$ cat src/rtl/ltsm_sb_tx_arbiter.sv
// Round-robin arbiter sharing the sideband transmit channel among LTSM handshake
// requesters; issues each message, retries once on missing busy, reports completion.
module ltsm_sb_tx_arbiter #(
    parameter int N_REQ        = 4,
    parameter int SB_MSG_WIDTH = 4,
    parameter int ACK_TIMEOUT  = 8
) (
    input  logic                            i_clk,
    input  logic                            i_rst_n,
    input  logic                            i_flush,
    input  logic [N_REQ-1:0]                i_req,
    input  logic [N_REQ*SB_MSG_WIDTH-1:0]   i_msg,
    input  logic                            i_SB_Busy,
    output logic [SB_MSG_WIDTH-1:0]         o_encoded_SB_msg,
    output logic                            o_tx_msg_valid,
    output logic [N_REQ-1:0]                o_grant,
    output logic [N_REQ-1:0]                o_done,
    output logic                            o_timeout_err,
    output logic                            o_falling_edge_busy
);

    localparam int IDX_W = (N_REQ > 1) ? $clog2(N_REQ) : 1;
    localparam int CNT_W = $clog2(ACK_TIMEOUT + 1);

    typedef enum logic [2:0] {S_IDLE, S_ISSUE, S_WAIT_BUSY, S_WAIT_FREE, S_DONE} state_t;

    state_t                  r_state, w_state;
    logic [IDX_W-1:0]        r_ptr, w_ptr;
    logic [IDX_W-1:0]        r_win, w_win;
    logic [SB_MSG_WIDTH-1:0] r_msg, w_msg;
    logic [N_REQ-1:0]        r_grant, w_grant;
    logic [CNT_W-1:0]        r_cnt, w_cnt;
    logic                    r_retry, w_retry;
    logic                    r_busy_q;
    logic                    r_valid, w_valid;
    logic [SB_MSG_WIDTH-1:0] r_enc, w_enc;
    logic [N_REQ-1:0]        r_done, w_done;
    logic                    r_timeout, w_timeout;

    logic [SB_MSG_WIDTH-1:0] w_msg_arr [N_REQ];
    logic [IDX_W-1:0]        w_win_idx;
    logic [IDX_W-1:0]        w_cand;
    logic                    w_win_found;
    logic [IDX_W-1:0]        w_ptr_adv;
    logic [CNT_W-1:0]        w_cnt_inc;
    logic                    w_fall;
    int                      w_scan;

    for (genvar g = 0; g < N_REQ; g++) begin : g_msg
        assign w_msg_arr[g] = i_msg[g*SB_MSG_WIDTH +: SB_MSG_WIDTH];
    end

    // Scan downward so the candidate closest to r_ptr is the last one written.
    always_comb begin
        w_win_found = 1'b0;
        w_win_idx   = '0;
        w_cand      = '0;
        w_scan      = 0;
        for (int i = N_REQ - 1; i >= 0; i--) begin
            w_scan = int'(r_ptr) + i;
            if (w_scan >= N_REQ) w_scan = w_scan - N_REQ;
            w_cand = IDX_W'(w_scan);
            if (i_req[w_cand]) begin
                w_win_found = 1'b1;
                w_win_idx   = w_cand;
            end
        end
    end

    assign w_ptr_adv = (r_win == IDX_W'(N_REQ - 1)) ? '0 : r_win + 1'b1;
    assign w_cnt_inc = r_cnt + 1'b1;
    assign w_fall    = r_busy_q & ~i_SB_Busy;

    always_comb begin
        w_state   = r_state;
        w_ptr     = r_ptr;
        w_win     = r_win;
        w_msg     = r_msg;
        w_grant   = r_grant;
        w_cnt     = r_cnt;
        w_retry   = r_retry;
        w_valid   = 1'b0;
        w_enc     = '0;
        w_done    = '0;
        w_timeout = 1'b0;
        case (r_state)
            S_IDLE: begin
                if (w_win_found && !i_SB_Busy) begin
                    w_win   = w_win_idx;
                    w_msg   = w_msg_arr[w_win_idx];
                    w_grant = {{(N_REQ-1){1'b0}}, 1'b1} << w_win_idx;
                    w_valid = 1'b1;
                    w_enc   = w_msg_arr[w_win_idx];
                    w_state = S_ISSUE;
                end
            end
            S_ISSUE: begin
                w_cnt   = '0;
                w_state = S_WAIT_BUSY;
            end
            S_WAIT_BUSY: begin
                // Busy rising takes precedence over an expiring counter.
                if (i_SB_Busy) begin
                    w_state = S_WAIT_FREE;
                end else if (w_cnt_inc == CNT_W'(ACK_TIMEOUT - 1)) begin
                    w_cnt = '0;
                    if (!r_retry) begin
                        w_retry = 1'b1;
                        w_valid = 1'b1;
                        w_enc   = r_msg;
                        w_state = S_ISSUE;
                    end else begin
                        w_retry   = 1'b0;
                        w_timeout = 1'b1;
                        w_grant   = '0;
                        w_ptr     = w_ptr_adv;
                        w_state   = S_IDLE;
                    end
                end else begin
                    w_cnt = w_cnt_inc;
                end
            end
            S_WAIT_FREE: begin
                if (w_fall) begin
                    w_done  = r_grant;
                    w_state = S_DONE;
                end
            end
            S_DONE: begin
                w_grant = '0;
                w_retry = 1'b0;
                w_ptr   = w_ptr_adv;
                w_state = S_IDLE;
            end
            default: w_state = S_IDLE;
        endcase
        if (i_flush) begin
            w_state   = S_IDLE;
            w_grant   = '0;
            w_valid   = 1'b0;
            w_enc     = '0;
            w_cnt     = '0;
            w_retry   = 1'b0;
            w_done    = '0;
            w_timeout = 1'b0;
            w_ptr     = r_ptr;
        end
    end

    always_ff @(posedge i_clk or negedge i_rst_n) begin
        if (!i_rst_n) begin
            r_state   <= S_IDLE;
            r_ptr     <= '0;
            r_grant   <= '0;
            r_cnt     <= '0;
            r_retry   <= 1'b0;
            r_busy_q  <= 1'b0;
            r_valid   <= 1'b0;
            r_enc     <= '0;
            r_done    <= '0;
            r_timeout <= 1'b0;
        end else begin
            r_state   <= w_state;
            r_ptr     <= w_ptr;
            r_grant   <= w_grant;
            r_cnt     <= w_cnt;
            r_retry   <= w_retry;
            r_busy_q  <= i_SB_Busy;
            r_valid   <= w_valid;
            r_enc     <= w_enc;
            r_done    <= w_done;
            r_timeout <= w_timeout;
        end
    end

    // Winner index and message are only meaningful while o_grant is set.
    always_ff @(posedge i_clk) begin
        r_win <= w_win;
        r_msg <= w_msg;
    end

    assign o_encoded_SB_msg    = r_enc;
    assign o_tx_msg_valid      = r_valid;
    assign o_grant             = r_grant;
    assign o_done              = r_done;
    assign o_timeout_err       = r_timeout;
    assign o_falling_edge_busy = w_fall;

endmodule

$ cat config.mk
export PLATFORM = sky130hd
export DESIGN_NAME = ltsm_sb_tx_arbiter
export DESIGN_NICKNAME = d
export VERILOG_FILES = /design/src/rtl/ltsm_sb_tx_arbiter.sv
export SDC_FILE = /design/constraint.sdc
export NUM_CORES = 1
export LEC_CHECK = 0
export ABC_AREA = 1
export CAP_MARGIN = 40
export CORE_MARGIN = 2
export CORE_UTILIZATION = 55
export DETAILED_ROUTE_END_ITERATION = 16
export PLACE_DENSITY = 0.89
export SYNTH_ARGS = -nofsm -noshare
export SYNTH_HDL_FRONTEND = slang
export SYNTH_SLANG_ARGS = --single-unit
$ cat constraint.sdc
create_clock -name i_clk -period 4.7 [get_ports i_clk]
set_clock_uncertainty 0.05 [all_clocks]
set_input_delay 0.47 -clock i_clk [delete_from_list [all_inputs] [get_ports i_clk]]
set_output_delay 0.47 -clock i_clk [all_outputs]
set_load 0.02 [all_outputs]
==> results of run 1 <==
[cell families after synthesis]
family / synth area share (%)
adders and majority gates: 2.025
and+or+nand+nor: 35.02
DFF: 43.45
AOI/OAI and AO/OA: 8.368
xor gates and xnor gates: 0.9448
buffers and inverters: 10.19
[how the worst min path moves through the flow]
stage | from | endpoint | slack [ps] | depth (start not counted)
2_1_floorplan | i_rst_n | o_done[0]$_DFF_PN0_ | 120 | 0
5_1_grt | i_rst_n | r_cnt[1]$_DFFE_PN0P_ | 450 | 1
3_3_place_gp | r_win[0]$_DFFE_PN_ | r_ptr[0]$_DFFE_PN0P_ | 410 | 1
6_report | i_rst_n | r_cnt[1]$_DFFE_PN0P_ | 420 | 1
3_5_place_dp | r_win[0]$_DFFE_PN_ | r_ptr[0]$_DFFE_PN0P_ | 410 | 1
4_1_cts | i_rst_n | r_cnt[1]$_DFFE_PN0P_ | 430 | 1
[area by class of cell]
class	instances	area, um^2	area share [%]
Clock buffer	7	45.04	1.919
Timing Repair Buffer	39	407.9	17.38
Tap cell	46	57.56	2.452
Sequential cell	31	805.8	34.33
Multi-Input combinational cell	175	859.6	36.62
Inverter	43	166.4	7.090
Clock inverter	1	5.005	0.2132
[stage by stage]
stage	area, um^2	setup slack, ps	hold slack (ps)	util (%)
floorplan	1854	2819	124.4	-
global placement	2270	2263	406.3	69.10
detailed placement	2297	2189	414.1	69.94
CTS	2347	2256	434.1	71.47
global route	2347	2161	447.9	71.47
finish	2347	2248	419.0	71.47
[power groups by stage]
stage                     clock network [mW]  registers (mW)  logic [mW]
after floorplan                            0           0.445       0.573
after global placement                     0           0.429       0.740
after detailed placement                   0           0.430       0.758
after CTS                              0.147           0.426       0.764
after global routing                   0.162           0.436       0.867
final                                  0.146           0.426       0.765
[routing by layer]
layer / global-route usage [%] / up-vias / routed length, um
li1: - / 878 / -
met2: 35.42 / 51 / 1776
met5: 0 / - / 0
met1: 30.54 / 747 / 1803
met3: 6.418 / 5 / 182
met4: 4.559 / 0 / 44
[worst max-delay path: cells and delay by family]
family / cells / cell delay, ps
buf+inv: 4 / 1360
simple gates: 1 / 100
[state kept, by name, summed over array words and instances (netlist names)]
signal	flops
o_grant	4
o_timeout_err	1
r_retry	1
o_tx_msg_valid	1
r_win	2
r_state	3
o_encoded_SB_msg	4
r_cnt	4
r_msg	4
o_done	4
r_ptr	2
r_busy_q	1
[cell usage in the layout, fill, tap and decap left out, drive strengths merged, types with 4 or more instances in the layout]
cell	n
a21oi	7
nor3	4
and2	4
edfxtp	6
inv	43
clkdlybuf4s50	38
o21ai	13
nand3b	4
nand2	88
dfrtp	25
nor2	22
nand3	18
clkbuf	7
==> impl_metrics.yaml, run 1 <==
floorplan:
  start_util_pct: 56.46
  die_h_um: 62.07
  core-area_mm2: 0.003284
  dieWidth_um: 62.07
  rows: 21
  pin_count: 39
  die_area_mm2: 0.003852
pwr:
  p_int_mw: 0.7088
  powerDensity_mw_per_mm2: 569.6
  total_power_mw: 1.337
  ir_drop_uv: 318.0
  pwr-share-seq_pct: 31.9
  p_sw_mw: 0.6281
  swShare_pct: 46.98
  clock_power_share_pct: 10.9
  combinationalPowerShare_pct: 57.2
  leakagePower_nw: 1.161
critical_path:
  crit_end: "o_falling_edge_busy"
  critPathLaunch: "i_SB_Busy"
  crit_fanout: 6
  r2r_end: "r_msg[3]$_DFFE_PN_"
  crit_path_end_kind: "output port"
  reg2reg_from: "r_ptr[0]$_DFFE_PN0P_"
  path_class: "input port to output port"
  crit_path_top_delay_cell: "clkdlybuf4s50_1"
  reg2reg_depth: 12
  required_ps: 4180
  cp-start-kind: "input port"
  cp_cell_sequence: "clkdlybuf4s50_1, inv_1, nand2_1, inv_1, clkdlybuf4s50_1"
  reg2reg_slack_ps: 2520
  max_stage_delay_ps: 630
  arrival_ps: 1930
clock_tree:
  clockRootBuffer: "clkbuf_4"
  insertion_delay_ps: 330
  post_cts_buffers: 0
  cts.sinks: 31
  cts_tree: "built"
  cts_made_buffers: 5
  htree_levels: 2
  clkTransAtPathRegs_ps: 100
  cts_hold_buffers: 0
  clockBufferDepth: 2
  cts_resized: 0
placement:
  place.gp.congestion: 0.8943
  dpl.cell_count: 334
  numPortBuffers: 38
  dp_hpwl_um: 2988
global_route:
  grt_start_max_net_pins: 18
  grt_usage_pct: 22.31
  grt_pass1_vias: 1467
  antenna_found_initial: 0
  gr-total-overflow: 0
  grt_pass1_wl_um: 6299
yosys:
  synth.largest_area_cell: "dfrtp_1"
  postSynthCellCount: 251
  ys_warn_count: 0
  synthDistinctLibCells: 30
  netlist_top_cells_count: "78 x nand2_1, 38 x inv_1, 25 x dfrtp_1"
  yosys.area.top_type_share_pct: 33.74
  syn_nets: 278
  synth_enable_flop_cells: 6
  synthTopCellsByArea: "dfrtp_1 34%, nand2_1 16%, edfxtp_1 9.7%"
  async_flop_share_pct: 80.65
  yosysSeqAreaShare_pct: 43.45
  syn-cell-area_mm2: 0.001854
  syn_avg_cell_area_um2: 7.388
  synth_ff_type: "dfrtp_1"
  synth.most_common_cell: "nand2_1"
  synth_seq_cells: 31
final_layout:
  instances_no_fill: 342
  nets: 322
  syn2layout_area_growth_pct: 26.59
  final_layout_size_suffix_gt1_share_pct: 9.459
  fillCellCount: 262
  diodes: 0
routing:
  drt_iter0_drc: 117
  ant_nets: 0
  wire_per_inst_um: 11.13
  vias: 1681
  routed_wl_um: 3807
  drtPass1Iterations: 4
  viasPerCell: 4.915
  drcViolationCount: 0
sta:
  max_freq_mhz: 407.8
  finalSetupViolCount: 0
  setup_tns_ps: 0
  post-route-period-util_pct: 52.18
  worst_pin_slew_ps: 510.6
  slew_headroom_pct: 65.85
  drv_slew: 0
  layout_min_cycle_time_ps: 2452
  hold_violations: 0
  rsz0062_at_grt: "no"
min_path:
  worst_hold_path_type: "input port to asynchronous set/reset pin"
job:
  max-cap-violations: 0
outcome:
  status: "finished clean"
Note: power is estimated with default switching activity, not from simulation.
==> run 2, diff against run 1 <==
CORE_UTILIZATION = 51   (was 55)
PLACE_DENSITY = 0.84   (was 0.89)
clock period = 2.4 ns   (was 4.7 ns; I/O delays follow)
==> run 2 against run 1 <==
Design area about the same. Wire length shrank 0.79%. Flip-flop and latch count unchanged. Via count hardly changed. Non-clock buffer count up 2. Total power grew 97%. Setup slack worse by 2000 ps. Critical path depth up 8. Utilization down 2.8 points. Clock power rose by 98%. Cell count increased by 0.58%. Register-to-register slack got worse by 2200 ps.
==> impl_metrics.yaml, run 2 (synthesis gave the netlist of run 1 again) <==
global_route:
  grt_usage_pct: 20.73
  met3_usage_pct: 4.225
  grtUsageMet2_pct: 32.81
  grt_use_met1_pct: 27.53
  antenna_found_initial: 0
  grt_start_max_net_pins: 26
  gr-total-overflow: 0
  grt_pass1_vias: 1542
  grt.busiest_layer: "met2"
  grt_pass1_wl_um: 6693
clock_tree:
  htree_levels: 2
  clockBufferDepth: 2
  clkTransAtPathRegs_ps: 100
  clockRootBuffer: "clkbuf_4"
  cts_hold_buffers: 0
  cts_made_buffers: 5
  cts_tree: "built"
  insertion_delay_ps: 330
  cts.sinks: 31
sta:
  hold_violations: 0
  slew_headroom_pct: 65.02
  layout_min_cycle_time_ps: 2109
  worst_pin_slew_ps: 522.2
  finalSetupViolCount: 0
  post-route-period-util_pct: 87.88
  setup_tns_ps: 0
  rsz0062_at_grt: "no"
  setup_ws_ps: 291.0
  max_freq_mhz: 474.1
  drv_slew: 0
critical_path:
  arrival_ps: 2150
  crit_path_top_delay_cell: "dfrtp_2"
  critical_path.top_delay_family: "simple AND/OR/NAND/NOR gates"
  path_depth: 13
  reg2reg_depth: 13
  crit_fanout: 11
  cp_num_buf_inv: 1
  cp_cell_sequence: "inv_6, nand2_1, nand2_1, nand2_2, nand2_4, nor2_4, nor2_2, nand2_4, nand2_2, nand2_1, nand2_1, nand2_1, and2_1"
  cp-start-kind: "flip-flop"
  path_class: "flip-flop to flip-flop"
  required_ps: 2440
  critPathMostFrequentCell: "nand2_1"
  max_stage_delay_ps: 500
  crit_path_end_kind: "flip-flop"
final_layout:
  instances_no_fill: 344
  syn2layout_area_growth_pct: 26.52
  final_common_cell: "nand2_1"
  fillCellCount: 287
  diodes: 0
  final_layout_size_suffix_gt1_share_pct: 11.07
  fin_util_pct: 68.68
  layout_common_cells: "78 x nand2_1, 38 x inv_1, 38 x clkdlybuf4s50_1"
  nets: 324
routing:
  drtPass1Iterations: 5
  wire_per_inst_um: 10.98
  viasPerCell: 4.884
  routed_wl_um: 3777
  vias: 1680
  drt_iter0_drc: 148
  ant_nets: 0
  drcViolationCount: 0
floorplan:
  dieWidth_um: 64.30
  die_area_mm2: 0.004134
  die_h_um: 64.30
  core-area_mm2: 0.003416
  start_util_pct: 54.29
  pin_count: 39
  rows: 21
outcome:
  status: "finished clean"
placement:
  place.gp.congestion: 0.9088
  place_ws_ps: 125.0
  dpl.cell_count: 336
  dp_hpwl_um: 2863
  numPortBuffers: 38
pwr:
  ir_drop_uv: 743.6
  leakagePower_nw: 1.167
  powerDensity_mw_per_mm2: 1122
job:
  max-cap-violations: 0
min_path:
  worst_hold_path_type: "input port to asynchronous set/reset pin"
[run 2: cell count changes in the layout (fill, tap and decap cells not counted)]
cell / previous run / this run
clkbuf_1: 2 / 0
dfrtp_2: 0 / 1
clkinv_2: 1 / 3
buf_4: 0 / 3
buf_16: 1 / 0
dfrtp_1: 25 / 24
[run 2: area by class of cell]
cell class | instances | area [um^2] | share of cell area (%)
Multi-Input combinational cell | 175 | 859.6 | 36.64
Clock buffer | 5 | 37.54 | 1.600
Inverter | 43 | 166.4 | 7.093
Sequential cell | 31 | 807.0 | 34.40
Clock inverter | 3 | 15.01 | 0.6400
Tap cell | 46 | 57.56 | 2.453
Timing Repair Buffer | 41 | 402.9 | 17.17
[run 2: final timing paths]
check / start / end / slack [ps]
setup / recovery: r_ptr[0]$_DFFE_PN0P_ / r_msg[3]$_DFFE_PN_ / 290
hold / removal: i_rst_n / r_cnt[2]$_DFFE_PN0P_ / 220
setup reg to reg: r_ptr[0]$_DFFE_PN0P_ / r_msg[3]$_DFFE_PN_ / 290
hold reg to reg: r_win[0]$_DFFE_PN_ / r_ptr[0]$_DFFE_PN0P_ / 420
max in group asynchronous: i_rst_n / r_ptr[0]$_DFFE_PN0P_ / 1820
min in group i_clk: i_SB_Busy / r_busy_q$_DFF_PN0_ / 360
[run 2: per-stage QoR]
stage / power, mW / hold slack (ps) / area [um^2]
floorplan: 1.993 / -105.6 / 1854
CTS: 2.638 / 221.8 / 2345
global placement: 2.297 / 405.9 / 2292
finish: 2.633 / 217.9 / 2346
detailed placement: 2.337 / 410.9 / 2292
global route: 2.882 / 232.1 / 2346
[run 2: timing repair]
| item | in CTS | in global routing |
|---|---|---|
| resized for setup | 0 | 1 |
| setup endpoints to repair | 0 | 1 |
| buffers inserted | 0 | 0 |
[run 2: per-layer routing]
layer,share of wire (%),wire length (um)
met1,46,1721
met2,45,1711
met3,7.2,271
met4,1.9,73
met5,0,0
[run 2: where the power goes]
group	total [mW]	switching, mW	internal [mW]
clock	0.289	0.180	0.109
sequential	0.836	0.0996	0.737
combinational	1.51	0.961	0.547
total	2.63	1.24	1.39
==> run 3, diff against run 2 <==
PLACE_DENSITY = 0.8   (was 0.84)
==> run 3 against run 2 <==
Worst hold slack got worse by 12 ps. Count of clock-buffer cells in the layout increased by 2. Wire length decreased by 1.5%. Combinational power about the same. Flip-flop and latch count unchanged. Critical path type unchanged. Largest cell class unchanged. Highest routed layer unchanged. Via count increased by 2.2%. Critical path depth decreased by 1.
==> impl_metrics.yaml, run 3 (synthesis gave the netlist of run 1 again) <==
outcome:
  status: "finished clean"
floorplan:
  core-area_mm2: 0.003416
  die_area_mm2: 0.004134
  dieWidth_um: 64.30
  die_h_um: 64.30
  pin_count: 39
  rows: 21
  start_util_pct: 54.29
final_layout:
  diodes: 0
  syn2layout_area_growth_pct: 26.32
  seq_area_um2: 805.8
  final_layout_size_suffix_gt1_share_pct: 10.07
  layout_common_cells: "78 x nand2_1, 38 x inv_1, 38 x clkdlybuf4s50_1"
  fin_util_pct: 68.57
  fillCellCount: 292
  final_common_cell: "nand2_1"
  multi_input_area_um2: 859.6
  final_area_mm2: 0.002342
  nets: 324
  instances_no_fill: 344
critical_path:
  cp-start-kind: "flip-flop"
  required_ps: 2440
  path_class: "flip-flop to flip-flop"
  reg2reg_depth: 12
  crit_path_end_kind: "flip-flop"
  reg2reg_from: "r_ptr[0]$_DFFE_PN0P_"
  r2r_end: "r_msg[2]$_DFFE_PN_"
  arrival_ps: 2200
  critPathLaunch: "r_ptr[0]$_DFFE_PN0P_"
  crit_fanout: 11
  reg2reg_slack_ps: 250
  crit_end: "r_msg[2]$_DFFE_PN_"
min_path:
  worst_hold_path_type: "input port to asynchronous set/reset pin"
placement:
  place_area_mm2: 0.002292
  place.gp.congestion: 0.8518
  dp_hpwl_um: 2836
  place_ws_ps: 153.1
  dpl.cell_count: 336
  numPortBuffers: 38
routing:
  ant_nets: 0
  routed_wl_um: 3721
  top_layer_used: "met4"
  drcViolationCount: 0
  vias: 1717
  wire_per_inst_um: 10.82
  wl_met1_um: 1733
  route.met2.wl_um: 1722
  drtPass1Iterations: 4
  viasPerCell: 4.991
  wl_met3_um: 207
  drt_iter0_drc: 89
clock_tree:
  insertion_delay_ps: 330
  cts.sinks: 31
  post_cts_buffers: 0
  clockRootBuffer: "clkbuf_4"
  htree_levels: 2
  cts_resized: 0
  cts_tree: "built"
  clockBufferDepth: 2
  cts_hold_buffers: 0
  clkTransAtPathRegs_ps: 100
  cts_made_buffers: 5
global_route:
  grt_usage_pct: 20.74
  antenna_found_initial: 0
  grt_pass1_wl_um: 6596
  grt_start_max_net_pins: 26
  grt_pass1_vias: 1612
  gr-total-overflow: 0
job:
  max-cap-violations: 0
pwr:
  ir_drop_uv: 656.0
  total_power_mw: 2.624
  leakagePower_nw: 1.163
  p_int_mw: 1.396
  clock_power_share_pct: 10.9
  pwr-share-seq_pct: 31.7
  p_sw_mw: 1.228
  powerDensity_mw_per_mm2: 1120
  swShare_pct: 46.80
  combinationalPowerShare_pct: 57.3
sta:
  finalSetupViolCount: 0
  setup_tns_ps: 0
  worst_pin_slew_ps: 462.4
  layout_min_cycle_time_ps: 2155
  hold_ws_ps: 206.0
  rsz0062_at_grt: "no"
  drv_slew: 0
  post-route-period-util_pct: 89.79
  hold_violations: 0
  setup_ws_ps: 245.1
  max_freq_mhz: 464.1
  slew_headroom_pct: 69.03
-- run 3: power groups by stage --
stage / registers, mW / logic, mW / clock network (mW)
2_1_floorplan: 0.872 / 1.12 / 0
3_3_place_gp: 0.841 / 1.45 / 0
3_5_place_dp: 0.843 / 1.49 / 0
4_1_cts: 0.833 / 1.51 / 0.297
5_1_grt: 0.850 / 1.71 / 0.321
6_report: 0.833 / 1.50 / 0.287
-- run 3: worst max-delay path: stages (launching register included) --
cell,delay (ps)
dfrtp_1,580
inv_6,90
nand2_1,70
nand2_1,80
nand2_2,100
nand2_4,80
o21ai_2,180
nand2_4,110
nand2_2,220
nand2_1,90
nand2_1,80
nand2_1,60
and2_1,130
-- run 3: layer usage --
layer | up-vias | GRT usage, %
met1 | 778 | 25.66
met5 | - | 0
met2 | 48 | 34.38
li1 | 884 | -
met4 | 0 | 7.713
met3 | 7 | 5.986
-- run 3: cell type report --
class / instances / area share [%]
multi-input cells: 175 / 36.70
flip-flops and latches: 31 / 34.40
repair buffers: 41 / 17.20
inverters: 43 / 7.105
well taps: 46 / 2.457
clock buffers: 7 / 1.923
clock inverters: 1 / 0.2137
-- run 3: worst min-delay path by stage --
stage                             startpoint                             to  slack [ps]
after floorplan                      i_rst_n            o_done[0]$_DFF_PN0_        -110
after global placement    r_win[0]$_DFFE_PN_           r_ptr[0]$_DFFE_PN0P_         410
after detailed placement  r_win[0]$_DFFE_PN_           r_ptr[0]$_DFFE_PN0P_         420
after CTS                            i_rst_n  o_encoded_SB_msg[3]$_DFF_PN0_         220
after global routing                 i_rst_n  o_encoded_SB_msg[3]$_DFF_PN0_         240
final                                i_rst_n  o_encoded_SB_msg[3]$_DFF_PN0_         210
